**src/rtl/reset_sequencer.sv**
```systemverilog
// System reset generator behind the PLL: lock filtering, hold window, debounced
// board button, and sticky lock-loss statistics.
module reset_sequencer #(
    parameter int SYNC_STAGES     = 2,
    parameter int LOCK_FILTER     = 4,
    parameter int HOLD_CYCLES     = 16,
    parameter int DEBOUNCE_CYCLES = 1000
) (
    input  logic       clock,
    input  logic       reset,
    input  logic       locked,
    input  logic       button_n,
    input  logic       clear_status,
    output logic       sys_reset,
    output logic       sys_reset_n,
    output logic       running,
    output logic       lock_lost,
    output logic [7:0] loss_count,
    output logic [1:0] fsm_state
);

    localparam int FW = $clog2(LOCK_FILTER + 1);
    localparam int HW = $clog2(HOLD_CYCLES + 1);
    localparam int DW = $clog2(DEBOUNCE_CYCLES + 1);

    localparam logic [FW-1:0] FILT_MAX  = FW'(LOCK_FILTER);
    localparam logic [HW-1:0] HOLD_LAST = HW'(HOLD_CYCLES - 1);
    localparam logic [DW-1:0] DEB_LAST  = DW'(DEBOUNCE_CYCLES - 1);

    localparam logic [1:0] WAIT_LOCK = 2'd0;
    localparam logic [1:0] HOLD      = 2'd1;
    localparam logic [1:0] RUN       = 2'd2;

    if (SYNC_STAGES < 2) begin : g_bad_sync
        $fatal(1, "reset_sequencer: SYNC_STAGES must be at least 2");
    end
    if (LOCK_FILTER < 1) begin : g_bad_filter
        $fatal(1, "reset_sequencer: LOCK_FILTER must be at least 1");
    end
    if (HOLD_CYCLES < 1) begin : g_bad_hold
        $fatal(1, "reset_sequencer: HOLD_CYCLES must be at least 1");
    end
    if (DEBOUNCE_CYCLES < 1) begin : g_bad_debounce
        $fatal(1, "reset_sequencer: DEBOUNCE_CYCLES must be at least 1");
    end

    logic [SYNC_STAGES-1:0] lock_sync;
    logic [SYNC_STAGES-1:0] btn_sync;
    logic                   locked_s;
    logic                   btn_s;

    always_ff @(posedge clock) begin
        if (reset) begin
            lock_sync <= '0;
            btn_sync  <= '0;
        end else begin
            lock_sync <= {lock_sync[SYNC_STAGES-2:0], locked};
            btn_sync  <= {btn_sync[SYNC_STAGES-2:0], button_n};
        end
    end

    assign locked_s = lock_sync[SYNC_STAGES-1];
    assign btn_s    = btn_sync[SYNC_STAGES-1];

    logic [FW-1:0] filt_cnt;
    logic          lock_ok;

    always_ff @(posedge clock) begin
        if (reset) begin
            filt_cnt <= '0;
        end else if (!locked_s) begin
            filt_cnt <= '0;
        end else if (filt_cnt != FILT_MAX) begin
            filt_cnt <= filt_cnt + FW'(1);
        end
    end

    // Gating with locked_s drops lock in the same cycle the synchronized level falls.
    assign lock_ok = locked_s && (filt_cnt == FILT_MAX);

    logic [DW-1:0] deb_cnt;
    logic          btn_level;
    logic          press;

    always_ff @(posedge clock) begin
        if (reset) begin
            deb_cnt   <= '0;
            btn_level <= 1'b1;
        end else if (btn_s == btn_level) begin
            deb_cnt <= '0;
        end else if (deb_cnt == DEB_LAST) begin
            deb_cnt   <= '0;
            btn_level <= btn_s;
        end else begin
            deb_cnt <= deb_cnt + DW'(1);
        end
    end

    assign press = btn_level && !btn_s && (deb_cnt == DEB_LAST);

    logic [1:0]    state;
    logic [1:0]    state_next;
    logic [HW-1:0] hold_cnt;
    logic [HW-1:0] hold_next;
    logic          loss_event;

    always_comb begin
        state_next = state;
        hold_next  = hold_cnt;
        loss_event = 1'b0;
        case (state)
            WAIT_LOCK: begin
                hold_next = '0;
                if (lock_ok) begin
                    state_next = HOLD;
                end
            end
            HOLD: begin
                if (!lock_ok) begin
                    state_next = WAIT_LOCK;
                    hold_next  = '0;
                end else if (press) begin
                    hold_next = '0;
                end else if (hold_cnt == HOLD_LAST) begin
                    state_next = RUN;
                    hold_next  = '0;
                end else begin
                    hold_next = hold_cnt + HW'(1);
                end
            end
            RUN: begin
                hold_next = '0;
                if (!lock_ok) begin
                    state_next = WAIT_LOCK;
                    loss_event = 1'b1;
                end else if (press) begin
                    state_next = HOLD;
                end
            end
            default: begin
                state_next = WAIT_LOCK;
                hold_next  = '0;
            end
        endcase
    end

    // Outputs are registered from the next state so they line up with the state flop.
    always_ff @(posedge clock) begin
        if (reset) begin
            state       <= WAIT_LOCK;
            hold_cnt    <= '0;
            sys_reset   <= 1'b1;
            sys_reset_n <= 1'b0;
        end else begin
            state       <= state_next;
            hold_cnt    <= hold_next;
            sys_reset   <= (state_next != RUN);
            sys_reset_n <= (state_next == RUN);
        end
    end

    always_ff @(posedge clock) begin
        if (reset) begin
            lock_lost  <= 1'b0;
            loss_count <= '0;
        end else if (loss_event) begin
            lock_lost <= 1'b1;
            if (clear_status) begin
                loss_count <= 8'd1;
            end else if (loss_count != 8'hFF) begin
                loss_count <= loss_count + 8'd1;
            end
        end else if (clear_status) begin
            lock_lost  <= 1'b0;
            loss_count <= '0;
        end
    end

    assign running   = (state == RUN);
    assign fsm_state = state;

endmodule

```
**config.mk**
```make
export PLATFORM = sky130hd
export DESIGN_NAME = reset_sequencer
export DESIGN_NICKNAME = d
export VERILOG_FILES = /design/src/rtl/reset_sequencer.sv
export SDC_FILE = /design/constraint.sdc
export NUM_CORES = 1
export LEC_CHECK = 0
export CAP_MARGIN = 10
export CORE_MARGIN = 5
export CORE_UTILIZATION = 24
export DETAILED_ROUTE_END_ITERATION = 16
export GPL_TIMING_DRIVEN = 1
export SLEW_MARGIN = 20
export SYNTH_ARGS = -nofsm -noshare
export SYNTH_HDL_FRONTEND = slang
export SYNTH_SLANG_ARGS = --single-unit
```
**constraint.sdc**
```tcl
create_clock -name clock -period 3.5 [get_ports clock]
set_input_delay 0.525 -clock clock [delete_from_list [all_inputs] [get_ports clock]]
set_output_delay 0.525 -clock clock [all_outputs]
set_load 0.05 [all_outputs]
```
**Word-level counts from Yosys, hierarchy flattened**

Cells that the tools add are included.

- Add/subtract/negate cells: 4
- Eq/ne operators: 10
- Muxes and demuxes: 15
- Bitwise logic cells: 4
- Reductions and logical operators: 12

Operators with widths:

| operator | count |
|---|---|
| $mux 8 | 4 |
| $mux 2 | 6 |
| $add 10x1->10 const B | 1 |
| $eq 10x10->1 const B | 1 |
| $add 8x1->8 const B | 1 |
| $ne 8x8->1 const B | 1 |
| $pmux 2 s3 | 1 |
| $add 5x1->5 const B | 1 |
| $eq 5x4->1 const B | 1 |
| $reduce_or 5->1 | 1 |
| $eq 2x2->1 const B | 2 |
| $mux 1 | 4 |
| $not 1->1 | 4 |
| $reduce_and 2->1 | 2 |
| $reduce_bool 2->1 | 2 |
| $add 3x1->3 const B | 1 |
| $eq 3x3->1 const B | 1 |
| $logic_and 1x1->1 | 3 |
| $ne 3x3->1 const B | 1 |
| $reduce_or 3->1 | 1 |
| $eq 2x1->1 const B | 1 |
| $logic_not 2->1 | 1 |
| $ne 2x2->1 const B | 1 |
| $reduce_or 2->1 | 1 |
| 2 further kinds | 2 |

- Bits in registers: 36
- Input bits: 5
- Output and inout bits: 14
- Word-level logic and storage cells: 56

**Longest topological paths before layout**

Gate-level depths: netlist of the first run.

- Word-level depth: 7
- Depth in mapped cells: 6
- Gate-level depth less buffers: 6

**Worst setup path after synthesis of the first run**

No wires, ideal clock.

- Path kind: reg-to-reg
- From: reg loss_count[0]
- To: reg loss_count[1]
- Setup time: 0.123 ns
- Data arrival time: 1.706 ns
- Required time: 3.377 ns
- Setup slack: 1.671 ns
- Stages on the path, launching flop included: 6
- Path buffers: 0
- Period minus slack after synthesis: 1.829 ns
- Cell sequence: dfxtp_1 -> ha_1 -> nand4_1 -> o211ai_4 -> mux2i_1 -> nor2_1

- Longest elaborated chain between the ends: 4
- Elaborated cells between the ends (all ways): 7
- Classes of those cells: 1 x add/sub; 1 x eq/ne; 3 x mux; 2 x reduce/logical

RTL lines:

| what | RTL line | source |
|---|---|---|
| start, declared | 18 | `output logic [7:0] loss_count,` |
| start signal, assigned | 171 | `loss_count <= loss_count + 8'd1;` |
| $add 8x1->8 | 171 |  |
| $mux 8 | 170 | `end else if (loss_count != 8'hFF) begin` |
| $mux 8 | 168 | `if (clear_status) begin` |
| $mux 8 | 166 | `end else if (loss_event) begin` |

Parallel ways exist; a longest one is shown, timed or not. The select of a mux whose other input is x is not followed.
A chain may end at the register's enable or synchronous reset.

**Worst setup path after layout of the first run**

- From: reg state[1] (netlist: fsm_state[1])
- To: out running

- Longest elaborated chain between the ends: 1

RTL lines:

| what | RTL line | source |
|---|---|---|
| start, declared | 101 | `logic [1:0] state;` |
| start signal, assigned | 155 | `state <= state_next;` |
| $eq 2x2->1 | 179 | `assign running = (state == RUN);` |
| end, declared | 16 | `output logic running,` |

No other way between the ends.

==> flow_metrics.py, run 1 <==
metrics = {
    "clocking": {
        "h-tree-depth": 2,
        "clkTransAtPathRegs_ns": 0.06,
        "cts-resized-gates": 0,
        "root_buffer": "clkbuf_8",
        "cts_hold_buf": 0,
        "cts_setup_buffers": 0,
        "cts_sinks": 36,
        "clk_latency_ns": 0.28,
        "cts_tree": "built",
        "numCtsBuffers": 5,
        "cts_buffer_depth": 2,
    },
    "floorplanning": {
        "die_w_microns": 90.9,
        "core_area_sq_um": 6350,
        "initial_core_util_pct": 24.7,
        "dieArea_sq_um": 8250,
        "die_h_microns": 90.9,
        "rows": 29,
        "io_pins": 19,
    },
    "global_route": {
        "grt_pass1_vias": 1181,
        "grt.overflow.total": 0,
        "grt_start_max_net_pins": 15,
        "grt_first_pass_wirelength_mm": 5.40,
        "grt_usage_pct": 8.01,
        "antenna_found_initial": 0,
    },
    "synthesis": {
        "synth_cell_types": 44,
        "synth_top_area_share_pct": 45.9,
        "yosysSeqAreaShare_pct": 45.9,
        "synth_fp_nets": 183,
        "synth_area_sq_um": 1570,
        "synth_area_leaders": "dfxtp_1, ha_1, nor2_1, nand3_1, nand2_1",
        "yosysWarnings": 0,
        "yosysTopAreaCell": "dfxtp_1",
        "ys_ff_latch": 36,
        "synth_cells": 171,
        "synth.avg_cell_area_sq_um": 9.18,
    },
    "placement": {
        "dp_slack_ns": 1.16,
        "place_congestion": 0.692,
        "hpwl_mm": 2.21,
        "numPortBuffers": 18,
    },
    "final_layout": {
        "layout_common_cells": "dfxtp_1, nor2_1, clkdlybuf4s50_1",
        "final_nets": 205,
        "drive_gt1_share_pct": 7.85,
        "area_delta_synth_final_pct": 21.1,
        "fillCellCount": 664,
        "layout_commonest_cell": "dfxtp_1",
        "num_antenna_cells": 0,
    },
    "critical_path": {
        "slowest_delay_ns": 0.93,
        "critical-path-top-delay-family": "buffers and inverters",
        "path_buf_inv": 1,
        "critPathLaunch": "fsm_state[1]",
        "path_max_fanout": 7,
        "crit_slowest_cell": "clkdlybuf4s50_1",
        "cp.arrival_ns": 2.14,
        "start_kind": "register",
        "worstRegToRegCells": 4,
        "path_cells": "nor2b_1 -> clkdlybuf4s50_1",
        "r2r_slack_ns": 1.71,
        "endpoint_kind": "output port",
        "r2r-end": "loss_count[7]",
        "critical_path_class": "register to output port",
        "crit_required_ns": 2.97,
        "r2r-start": "fsm_state[1]",
    },
    "sta": {
        "layout_setup_ws_ns": 0.836,
        "min_period_ns": 2.66,
        "setup_viol": 0,
        "hold_slack_ns": 0.434,
        "skew_ns": 0.00642,
        "hold_viol": 0,
        "rsz0062_at_grt": "false",
        "fin_crit_sh_pct": 76.1,
        "drv_slew": 0,
        "setup_tns_ns": 0,
        "maxSlewHeadroom_pct": 61.3,
        "fmax_ghz": 0.375,
        "max_slew.worst_pin.slew_ns": 0.579,
    },
    "min_path": {
        "holdPathStages": 1,
        "worstHoldPathType": "register to register",
        "min_from": "btn_sync[0]",
        "holdPathEnd": "btn_sync[1]",
    },
    "power_and_ir_drop": {
        "ir_drop_mv": 0.168,
        "total_power_uw": 699,
        "p_leak_nw": 0.714,
        "p_per_area_nw_per_um2": 368,
    },
    "drt": {
        "ant_nets": 0,
        "first_pass_iters": 4,
        "avgViaCountPerCell": 4.52,
        "wl_mm": 2.99,
        "drtIter0Drc": 61,
        "vias": 1212,
        "drc": 0,
        "wl_per_cell_microns": 11.2,
    },
    "flow_run": {
        "maxCapViolations": 0,
    },
    "status": {
        "status": "finished, final reports clean",
    },
}
[worst max-delay path by stage]
| stage | to | slack [ns] | cells after the start |
|---|---|---|---|
| 6_report | running | 0.84 | 2 |
| 3_3_place_gp | running | 1.18 | 2 |
| 3_5_place_dp | running | 1.16 | 2 |
| 5_1_grt | running | 0.67 | 2 |
| 4_1_cts | running | 0.83 | 2 |
| 2_1_floorplan | loss_count[1] | 1.67 | 5 |
[flip-flops by register name, indices dropped and copies added, names as in the netlist, 2 cells and up]
signal and count:
hold_cnt 5, fsm_state 2, deb_cnt 10, filt_cnt 3, lock_sync 2, btn_sync 2
loss_count 8
[power breakdown]
part / internal [mW] / switching [mW] / total [mW]
Sequential: 0.415 / 0.00326 / 0.418
Clock: 0.128 / 0.131 / 0.259
Combinational: 0.0104 / 0.0113 / 0.0217
Total: 0.554 / 0.146 / 0.699
[cells by family (layout without fill, tap and decap cells)]
group           Yosys count  after routing  share of synthesized area [%]
compound gates           24             24                           11.6
xor+xnor                  9              9                           5.02
fa+ha+maj                 7              7                           5.58
buf+inv                  14             34                           3.59
flops                    36             36                           45.9
mux                       2              2                           1.28
simple gates             79             79                           27.0
[stage by stage]
step,util (%),instance area (sq um),std cells
after floorplan,-,1570,171
after global placement,28.8,1830,263
after detailed placement,28.8,1830,263
after CTS,29.9,1900,268
after global routing,29.9,1900,268
final,29.9,1900,268
[routing by layer]
layer / wire [microns] / track usage, % / part of all wire [%] / up-vias
met5: 0 / 0 / 0 / -
met2: 1400 / 12.6 / 47 / 13
met1: 1430 / 10.0 / 48 / 558
met3: 115 / 2.67 / 3.8 / 4
li1: - / - / - / 637
met4: 45 / 3.30 / 1.5 / 0
[area by class of cell]
| cell class | instances | area (sq um) | area share (%) |
|---|---|---|---|
| Multi-Input combinational cell | 121 | 792 | 41.7 |
| Sequential cell | 36 | 721 | 37.9 |
| Timing Repair Buffer | 18 | 180 | 9.49 |
| Inverter | 11 | 41.3 | 2.17 |
| Tap cell | 77 | 96.3 | 5.07 |
| Clock buffer | 5 | 68.8 | 3.62 |
[synth_stat cells (all sizes together)]
library cell   n
a21o           2
o2111ai        1
o211ai         1
a21boi         1
inv           11
and2           1
o21bai         1
o31ai          1
o311a          1
o21ai          3
o31a           1
nor4b          1
nor2b          6
xor2           4
nand4b         2
nor3b          3
dfxtp         36
buf            1
a31oi          1
or3            2
mux2i          2
and4           1
nor2          21
a41oi          1
a221oi         1
nand4          5
xnor2          5
nor3           7
and3           3
nor4           2
o221a          1
nand2         12
clkbuf         2
ha             7
a21oi          8
nand2b         1
nand3          9
or4            1
or2            2
Power figures use the tool's default switching activity.
==> run 2: changes to the inputs <==
clock period = 2.55 ns   (was 3.5 ns; I/O delays follow)
==> flow_metrics.py, run 2 (synthesis results as in run 1) <==
metrics = {
    "final_layout": {
        "largest_reg_flops": 10,
        "area_delta_synth_final_pct": 22.9,
        "num_antenna_cells": 0,
        "top_register": "deb_cnt",
        "final_nets": 206,
        "layout_commonest_cell": "dfxtp_1",
        "top_regs": "deb_cnt (10), loss_count (8), hold_cnt (5)",
        "layout_common_cells": "dfxtp_1, nor2_1, clkdlybuf4s50_1",
        "fillCellCount": 671,
        "drive_gt1_share_pct": 10.3,
        "stdcell_area_sq_um": 1930,
    },
    "clocking": {
        "cts_hold_buf": 0,
        "h-tree-depth": 2,
        "cts_sinks": 36,
        "cts_setup_buffers": 0,
        "clk_latency_ns": 0.28,
        "cts_tree": "built",
        "numCtsBuffers": 5,
        "clkTransAtPathRegs_ns": 0.08,
        "cts-resized-gates": 0,
        "cts_buffer_depth": 2,
        "root_buffer": "clkbuf_8",
    },
    "critical_path": {
        "r2r-end": "loss_count[7]",
        "endpoint_kind": "output port",
        "slowest_delay_ns": 0.85,
        "path_buf_inv": 1,
        "crit_slowest_cell": "clkdlybuf4s50_1",
        "worstRegToRegCells": 4,
        "critPathLaunch": "loss_count[0]",
        "path_cells": "clkdlybuf4s50_1",
        "cp.arrival_ns": 1.57,
        "crit_required_ns": 2.17,
        "r2r-start": "fsm_state[1]",
        "critical-path-top-delay-family": "buffers and inverters",
        "start_kind": "register",
        "path_max_fanout": 6,
        "critical_path_class": "register to output port",
        "r2r_slack_ns": 0.77,
    },
    "global_route": {
        "grt.overflow.total": 0,
        "grt_first_pass_wirelength_mm": 5.21,
        "grt_pass1_vias": 1136,
        "antenna_found_initial": 0,
        "grt_usage_pct": 7.54,
        "grt_start_max_net_pins": 14,
    },
    "flow_run": {
        "maxCapViolations": 0,
    },
    "placement": {
        "place_congestion": 0.728,
        "numPortBuffers": 18,
        "placed_cell_area_sq_um": 1840,
        "hpwl_mm": 2.24,
    },
    "power_and_ir_drop": {
        "p_per_area_nw_per_um2": 530,
        "ir_drop_mv": 0.447,
        "p_leak_nw": 0.736,
        "total_power_mw": 1.02,
    },
    "sta": {
        "min_period_ns": 1.95,
        "skew_ns": 0.0114,
        "drv_slew": 0,
        "setup_viol": 0,
        "hold_viol": 0,
        "fin_crit_sh_pct": 76.6,
        "max_slew.worst_pin.slew_ns": 0.621,
        "hold_slack_ns": 0.441,
        "maxSlewHeadroom_pct": 58.5,
        "fmax_ghz": 0.512,
        "setup_tns_ns": 0,
        "rsz0062_at_grt": "false",
    },
    "drt": {
        "ant_nets": 0,
        "first_pass_iters": 4,
        "avgViaCountPerCell": 4.49,
        "drtIter0Drc": 61,
        "vias": 1221,
        "wl_per_cell_microns": 10.7,
        "wl_mm": 2.92,
        "drc": 0,
    },
    "floorplanning": {
        "initial_core_util_pct": 24.7,
        "core_area_sq_um": 6350,
        "die_w_microns": 90.9,
        "rows": 29,
        "dieArea_sq_um": 8250,
        "die_h_microns": 90.9,
        "io_pins": 19,
    },
    "min_path": {
        "holdPathStages": 1,
        "worstHoldPathType": "register to register",
        "holdPathEnd": "lock_sync[1]",
        "min_from": "lock_sync[0]",
    },
    "status": {
        "status": "finished, final reports clean",
    },
}
run 2: cell types whose count changed in the layout (fill, tap and decap cells not counted), sizes merged:
cell | previous run | this run
clkdlybuf4s50 | 18 | 17
clkbuf | 5 | 6
clkinv | 0 | 2
buf | 0 | 2
run 2: how the worst max path moves through the flow:
stage / to / cells after the start
4_1_cts: loss_count[0] / 1
6_report: loss_count[0] / 1
3_3_place_gp: loss_count[7] / 4
5_1_grt: running / 2
2_1_floorplan: loss_count[1] / 5
3_5_place_dp: loss_count[7] / 4
run 2: through the flow:
step / utilization [%] / setup WS [ns] / cells
2_1_floorplan: - / 0.721 / 171
3_3_place_gp: 28.9 / 0.804 / 264
3_5_place_dp: 28.9 / 0.771 / 264
4_1_cts: 30.4 / 0.585 / 272
5_1_grt: 30.4 / 0.499 / 272
6_report: 30.4 / 0.596 / 272
run 2: metal layers:
layer / routed length [microns] / global-route usage, %
met5: 0 / 0
met2: 1370 / 11.6
met3: 111 / 3.00
met1: 1410 / 9.71
met4: 29 / 2.20
run 2: final cells by class:
cell class	count	area (sq um)	share of cell area (%)
multi-input combinational	121	792	41.1
sequential	36	721	37.4
timing repair buffer	19	185	9.60
tap	77	96.3	5.00
clock buffer	6	82.6	4.28
inverter	11	41.3	2.14
clock inverter	2	10.0	0.519
run 2: power by group:
part | leakage (nW) | internal, mW | total (mW) | switching (mW)
Sequential | 0.291 | 0.569 | 0.574 | 0.00482
Clock | 0.0510 | 0.216 | 0.417 | 0.201
Combinational | 0.394 | 0.0152 | 0.0314 | 0.0162
Total | 0.736 | 0.800 | 1.02 | 0.222
==> run 3: changes to the inputs <==
clock period = 2.05 ns   (was 2.55 ns; I/O delays follow)
==> flow_metrics.py, run 3 (synthesis results as in run 1) <==
metrics = {
    "status": {
        "status": "finished, final reports clean",
    },
    "power_and_ir_drop": {
        "clock_power_share_pct": 40.5,
        "ir_drop_mv": 0.297,
        "combPwrFrac_pct": 3.1,
        "seqPwrFrac_pct": 56.4,
        "p_per_area_nw_per_um2": 651,
        "p_leak_nw": 0.739,
        "p_switching_uw": 265,
        "p_int_mw": 1.00,
        "swShare_pct": 20.9,
    },
    "final_layout": {
        "num_antenna_cells": 0,
        "fin_util_pct": 30.6,
        "top_register": "deb_cnt",
        "final_nets": 207,
        "top_regs": "deb_cnt (10), loss_count (8), hold_cnt (5)",
        "largest_reg_flops": 10,
        "layout_common_cells": "dfxtp_1, nor2_1, clkdlybuf4s50_1",
        "drive_gt1_share_pct": 9.69,
        "stdcell_area_sq_um": 1950,
        "area_delta_synth_final_pct": 24.0,
        "layout_commonest_cell": "dfxtp_1",
    },
    "drt": {
        "first_pass_iters": 4,
        "avgViaCountPerCell": 4.56,
        "vias": 1246,
        "ant_nets": 0,
        "drc": 0,
        "wl_per_cell_microns": 11.1,
        "wl_mm": 3.02,
        "drtIter0Drc": 45,
    },
    "placement": {
        "place_congestion": 0.758,
        "placed_cell_area_sq_um": 1860,
        "numPortBuffers": 18,
        "hpwl_mm": 2.25,
    },
    "global_route": {
        "grt_usage_pct": 7.85,
        "grt_first_pass_wirelength_mm": 5.34,
        "grt_start_max_net_pins": 14,
        "grt.overflow.total": 0,
        "antenna_found_initial": 0,
        "grt_pass1_vias": 1225,
    },
    "critical_path": {
        "critical-path-top-delay-family": "buffers and inverters",
        "crit_required_ns": 1.74,
        "crit_slowest_cell": "clkdlybuf4s50_1",
        "cp.arrival_ns": 1.55,
        "endpoint_kind": "output port",
        "critical_path_class": "register to output port",
        "start_kind": "register",
        "path_buf_inv": 1,
        "path_cells": "clkdlybuf4s50_1",
        "slowest_delay_ns": 0.85,
        "path_max_fanout": 6,
    },
    "sta": {
        "drv_slew": 0,
        "setup_tns_ns": 0,
        "max_slew.worst_pin.slew_ns": 0.510,
        "skew_ns": 0.0117,
        "min_period_ns": 1.86,
        "fin_crit_sh_pct": 90.7,
        "fmax_ghz": 0.538,
        "setup_viol": 0,
        "maxSlewHeadroom_pct": 65.9,
        "rsz0062_at_grt": "false",
        "hold_viol": 0,
    },
    "min_path": {
        "worstHoldPathType": "register to register",
    },
    "clocking": {
        "cts-resized-gates": 0,
        "cts_sinks": 36,
        "clkTransAtPathRegs_ns": 0.06,
        "cts_buffer_depth": 2,
        "clk_latency_ns": 0.28,
        "root_buffer": "clkbuf_8",
        "cts_tree": "built",
        "cts_setup_buffers": 0,
        "h-tree-depth": 2,
        "cts_hold_buf": 0,
        "numCtsBuffers": 5,
    },
    "flow_run": {
        "maxCapViolations": 0,
    },
    "floorplanning": {
        "core_area_sq_um": 6350,
        "die_h_microns": 90.9,
        "initial_core_util_pct": 24.7,
        "dieArea_sq_um": 8250,
        "die_w_microns": 90.9,
        "rows": 29,
        "io_pins": 19,
    },
}
run 3: cell count changes in the layout (fill, tap and decap cells not counted), sizes merged:
cell,delta
clkbuf,+2
clkinv,-2
buf,+1
run 3: stage by stage:
stage               cells  total power [mW]  setup WS [ns]  hold WS (ns)
floorplan             171             0.753          0.221         0.414
global placement      265             0.769          0.412         0.422
detailed placement    265             0.770          0.358         0.430
CTS                   273              1.29          0.183         0.445
global route          273              1.32          0.128         0.479
finish                273              1.27          0.190         0.439
run 3: power groups by stage:
stage / logic (mW) / clock network (mW) / registers (mW)
6_report: 0.0388 / 0.514 / 0.714
5_1_grt: 0.0439 / 0.561 / 0.715
4_1_cts: 0.0397 / 0.536 / 0.714
3_5_place_dp: 0.0395 / 0 / 0.730
3_3_place_gp: 0.0389 / 0 / 0.730
2_1_floorplan: 0.0244 / 0 / 0.729
run 3: worst paths after layout:
kind,startpoint,to,slack [ns],depth (start not counted)
min,lock_sync[0],lock_sync[1],0.44,1
max reg2reg,filt_cnt[0],loss_count[7],0.36,6
min reg2reg,lock_sync[0],lock_sync[1],0.44,1
max,loss_count[0],loss_count[0],0.19,1
run 3: layout make-up:
cell class / instances / area [sq um]
inverters: 11 / 41.3
well taps: 77 / 96.3
clock buffers: 8 / 90.1
repair buffers: 20 / 205
fillers: 652 / 4400
flip-flops and latches: 36 / 721
multi-input cells: 121 / 792
run 3: routing by layer:
layer / routed length (microns) / GRT usage [%]
met5: 0 / 0
met4: 38 / 2.20
met3: 109 / 3.67
met2: 1470 / 13.1
met1: 1400 / 8.94
run 3: worst register-to-register path, delay by kind of cell (launching register included):
kind | cells | cell delay, ns
buffers and inverters | 1 | 0.06
AOI/OAI and AO/OA | 1 | 0.34
adders and majority gates | 1 | 0.25
DFF | 1 | 0.37
and+or+nand+nor | 3 | 0.60
